$ cat src/rtl/ex_mem_stage.sv
// ex_mem_stage: EX->MEM pipeline register organised as a two-entry skid buffer.
// The "main" entry drives the MEM-side outputs. The "skid" entry catches one
// extra entry while MEM stalls, so in_ready can be a pure register with no
// combinational path from out_ready.
// Optional feature: define EX_MEM_STALLCNT_EN to add the saturating stall_cnt
// port and its counter logic.
module ex_mem_stage #(
    parameter int WIDTH = 104
`ifdef EX_MEM_STALLCNT_EN
    ,
    parameter int CNT_W = 32
`endif
) (
    input  logic             CLK,
    input  logic             RST,
    input  logic             flush,
    input  logic             in_valid,
    output logic             in_ready,
    input  logic [WIDTH-1:0] in_data,
    input  logic [4:0]       in_wsel,
    input  logic             in_wen,
    output logic             out_valid,
    input  logic             out_ready,
    output logic [WIDTH-1:0] out_data,
    output logic [4:0]       out_wsel,
    output logic             out_wen,
    output logic [1:0]       occupancy
`ifdef EX_MEM_STALLCNT_EN
    ,
    output logic [CNT_W-1:0] stall_cnt
`endif
);

    typedef struct packed {
        logic [WIDTH-1:0] data;
        logic [4:0]       wsel;
        logic             wen;
    } entry_t;

    entry_t     main_q, main_d;
    entry_t     skid_q, skid_d;
    logic       main_valid_q, main_valid_d;
    logic       skid_valid_q, skid_valid_d;
    logic [1:0] occupancy_q, occupancy_d;

    entry_t in_entry;
    logic   accept;
    logic   drain;

    assign in_entry = '{data: in_data, wsel: in_wsel, wen: in_wen};
    assign accept   = in_valid & ~skid_valid_q;
    assign drain    = main_valid_q & out_ready;

    // Next-state selection for the main and skid entries. Flush takes precedence.
    always_comb begin
        // NOTE: every signal assigned here gets a default first, so no latch can be inferred.
        main_valid_d = main_valid_q;
        main_d       = main_q;
        skid_valid_d = skid_valid_q;
        skid_d       = skid_q;

        if (flush) begin
            main_valid_d = 1'b0;
            main_d       = '0;
            skid_valid_d = 1'b0;
            skid_d       = '0;
        end else if (!main_valid_q || drain) begin
            if (skid_valid_q) begin
                // The older skid entry moves up first, which preserves order.
                main_valid_d = 1'b1;
                main_d       = skid_q;
                skid_valid_d = 1'b0;
                skid_d       = '0;
            end else if (accept) begin
                main_valid_d = 1'b1;
                main_d       = in_entry;
            end else begin
                // An empty main entry holds zeros, so outputs idle at zero.
                main_valid_d = 1'b0;
                main_d       = '0;
            end
        end else if (accept) begin
            skid_valid_d = 1'b1;
            skid_d       = in_entry;
        end

        occupancy_d = {1'b0, main_valid_d} + {1'b0, skid_valid_d};
    end

    // State registers for both entries and the occupancy count.
    always_ff @(posedge CLK or posedge RST) begin
        // NOTE: the payload fields are cleared on reset along with the valid bits, so no stale entry can reach the outputs.
        if (RST) begin
            main_valid_q <= 1'b0;
            main_q       <= '0;
            skid_valid_q <= 1'b0;
            skid_q       <= '0;
            occupancy_q  <= '0;
        end else begin
            // NOTE: non-blocking assignments keep every flop sampling pre-edge values.
            main_valid_q <= main_valid_d;
            main_q       <= main_d;
            skid_valid_q <= skid_valid_d;
            skid_q       <= skid_d;
            occupancy_q  <= occupancy_d;
        end
    end

    assign in_ready  = ~skid_valid_q;
    assign out_valid = main_valid_q;
    assign out_data  = main_q.data & {WIDTH{main_valid_q}};
    assign out_wsel  = main_q.wsel & {5{main_valid_q}};
    assign out_wen   = main_q.wen & main_valid_q;
    assign occupancy = occupancy_q;

`ifdef EX_MEM_STALLCNT_EN
    logic [CNT_W-1:0] stall_cnt_q, stall_cnt_d;

    // Count cycles in which MEM refuses a presented entry. The count saturates
    // and is unaffected by flush.
    always_comb begin
        stall_cnt_d = stall_cnt_q;
        if (main_valid_q && !out_ready && (stall_cnt_q != {CNT_W{1'b1}})) begin
            stall_cnt_d = stall_cnt_q + CNT_W'(1);
        end
    end

    // Stall counter register.
    always_ff @(posedge CLK or posedge RST) begin
        if (RST) begin
            stall_cnt_q <= '0;
        end else begin
            stall_cnt_q <= stall_cnt_d;
        end
    end

    assign stall_cnt = stall_cnt_q;
`endif

endmodule

$ cat config.mk
export PLATFORM = sky130hd
export DESIGN_NAME = ex_mem_stage
export DESIGN_NICKNAME = d
export VERILOG_FILES = /design/src/rtl/ex_mem_stage.sv
export SDC_FILE = /design/constraint.sdc
export NUM_CORES = 1
export LEC_CHECK = 0
export ABC_AREA = 1
export CORE_MARGIN = 2
export CORE_UTILIZATION = 52
export CTS_CLUSTER_SIZE = 24
export DETAILED_ROUTE_END_ITERATION = 8
export PLACE_DENSITY_LB_ADDON = 0.05
export SYNTH_ARGS = -nofsm -noshare
export SYNTH_HDL_FRONTEND = slang
export SYNTH_SLANG_ARGS = --single-unit
export TNS_END_PERCENT = 50
$ cat constraint.sdc
create_clock -name CLK -period 8.57 [get_ports CLK]
set_clock_uncertainty 0.05 [all_clocks]
set_input_delay 1.714 -clock CLK [delete_from_list [all_inputs] [get_ports CLK]]
set_output_delay 1.714 -clock CLK [all_outputs]
set_load 0.05 [all_outputs]
==> out/qor.txt <==
Outcome = completed
Pwr Density = 175 nW/um^2
Wire length on met3 = 1960 um
FF+latch area = 5610 um^2
Highest routed metal layer = met4
Multi-input gate area = 4630 um^2
CP max FO = 112
Worst Tran Pin Value = 1.28 ns
Final Wtd Congestion = 0.802
# hold bufs at CTS = 0
Leak = 8.26 nW
Io pins = 229
Clock network fraction of total power = 42.0%
Slew Viols, Final = 0
Int Power = 1.81 mW
Buf/Inv on CP = 2
WL final = 30,600 um
# setup viols final = 0
RSZ-0062 raised after global routing = false
H-tree depth = 1
HP Start = main_q[58]
TNS Setup = 0 ns
Met2 wire length = 14,400 um
Via Count = 10,549
CP delay by family, top = flip-flops
Post-route DRC = 0
DRT Pass-1 Iters = 6
Post_cts resized = 0
Met1 wire length = 13,700 um
TritonCTS Sinks = 224
Postcts setup bufs = 0
ANT nets after route = 0
Switching Share = 26.8%
Mapped Avg Cell Area = 7.13 um^2
Worst endpoint data arrival time = 2.91 ns
CTS root buf = clkbuf_16
First DRT Iteration DRCs = 871
Setup CP Type = reg2out
Die width = 151 um
Cell taking the most area after synthesis = dfrtp_1
Antenna violations before repair = 0
Worst path depth = 3
TritonCTS clock tree = done
Num CTS Buffers = 25
Largest net degree at the start of global routing = 147
Synth cell types = 16
Share of cells above drive strength 1 = 3.46%
Design area = 14,200 um^2
Worst Setup Slack, final = 3.89 ns
Vias in the first global route = 9,979
Crit. Startpoint = out_valid
Psw = 0.663 mW
Skew-Pair Late Insertion Delay = 0.50 ns
FF-to-FF Start = out_valid
Post-Syn Area = 11,200 um^2
Sequential area share after synthesis = 50.0%
Overflow after GRT = 0
Flop2flop setup slack = 5.32 ns
First-pass GRT wire length = 50,100 um
Min-delay worst type = reg2reg
Final HPWL DP = 17,400 um
Reg-to-Reg End = skid_q[66]
Post-route minimum period = 4.68 ns
Crit-path max cell delay = 1.15 ns
Kind of end point of the critical path = output pin
Sequential power share = 45.7%
Nets = 1,832
Startpoint Class = flip-flop
CORE AREA = 21,100 um^2
Initial Utilization = 53.1%
CP Cell Sequence = nand2_1 > inv_1 > clkdlybuf4s50_1
# diodes = 0
Top cells by area, synth = dfrtp_1, nand2_1, nand4_1
Clock transition at path regs = 0.06 ns
Final Hold Fails = 0
Syn Nets = 1,687
Clock tree buffer depth = 3
Post-Syn Instances = 1,571
Die footprint = 22,700 um^2
Number of synthesis warnings = 0
Chip height = 151 um
R2R cell count = 5
Max frequency = 214 MHz
Synth top area share = 50.0%
WP data required = 6.81 ns
WL per Instance = 15.3 um
Tcrit/Tclk final = 54.6%
Slowest CP cell = dfrtp_4
All-Layer GR Usage = 26.9%
Filler cells = 1,820
Worst vdd ir = 124 uV
Number of port buffers = 228
Combinational Power Share = 12.3%
Yosys reg bits = 224
Area after DPL = 13,400 um^2
CP endpoint = out_data[91]
Rel. slew slack = 14.7%
Num rows = 53
Place WS = 4.00 ns
Area Overhead vs Synth = 26.6%
Max-Cap Viols = 0
DR vias/cell = 5.25
through the flow:
step	total power, mW	util [%]	instances	hold WS, ns
2_1_floorplan	1.33	-	1571	0.399
3_3_place_gp	1.45	63.5	1964	0.412
3_5_place_dp	1.46	63.5	1964	0.415
4_1_cts	2.49	67.3	2008	0.431
5_1_grt	2.57	67.3	2008	0.446
6_report	2.48	67.3	2008	0.427
tightest hold or removal path: stages, from the launching register on:
cell and delay, ns:
dfrtp_1 0.34, nand2_1 0.05, nand2_1 0.05
worst min-delay path by stage:
stage	cells past startpoint	end	slack, ns
finish	2	main_q[58]	0.43
floorplan	2	main_q[10]	0.40
global placement	2	main_q[43]	0.41
detailed placement	2	main_q[58]	0.41
CTS	2	main_q[39]	0.43
global route	2	main_q[84]	0.45
final cells by class:
class                   instances  area share (%)
clock buffers                  37            5.15
clock inverters                 7           0.423
inverters                     116            3.18
multi-input cells            1111            32.6
flip-flops and latches        224            39.6
well taps                     275            2.43
repair buffers                238            16.6
cells by family (layout without fill, tap and decap cells):
kind of cell / Yosys count / in the layout / share of synthesized area (%)
AOI/OAI and AO/OA: 2 / 2 / 0.0893
and+or+nand+nor: 1108 / 1108 / 40.8
adders and majority gates: 1 / 1 / 0.112
DFF: 224 / 224 / 50.0
buffers and inverters: 236 / 398 / 8.93
metal layers:
| metal | vias to the layer above | track usage [%] |
|---|---|---|
| met5 | - | 0 |
| li1 | 5149 | - |
| met2 | 346 | 43.3 |
| met3 | 47 | 3.16 |
| met1 | 5007 | 39.0 |
| met4 | 0 | 6.92 |
Yosys cell counts:
master    number
nand2_1      883
dfrtp_1      224
inv_1        112
nand3_1      111
nand4_1      109
buf_2         77
clkbuf_1      30
buf_1          8
buf_4          5
inv_2          4
nor2_1         3
a21oi_1        1
ha_1           1
nand2_2        1
nor3_1         1
o21ai_1        1
flip-flops by register name (all words and copies together), names as in the netlist:
| register | count |
|---|---|
| skid_q | 110 |
| out_valid | 1 |
| main_q | 110 |
| occupancy | 2 |
| skid_valid_q | 1 |
power groups by stage:
stage / combinational (mW) / clock (mW) / sequential, mW
3_3_place_gp: 0.304 / 0 / 1.15
4_1_cts: 0.308 / 1.05 / 1.13
6_report: 0.305 / 1.04 / 1.13
5_1_grt: 0.335 / 1.10 / 1.14
2_1_floorplan: 0.191 / 0 / 1.13
3_5_place_dp: 0.307 / 0 / 1.15
layout by cell type (no fill, tap or decap), drive strengths merged:
cell             n
nand2          884
a21oi            1
clkinv           8
bufinv           1
inv            114
dfrtp          224
clkdlybuf4s50  228
buf             10
ha               1
nor3             1
nand3          111
nand4          109
o21ai            1
clkbuf          37
nor2             3
Power figures use the tool's default switching activity.
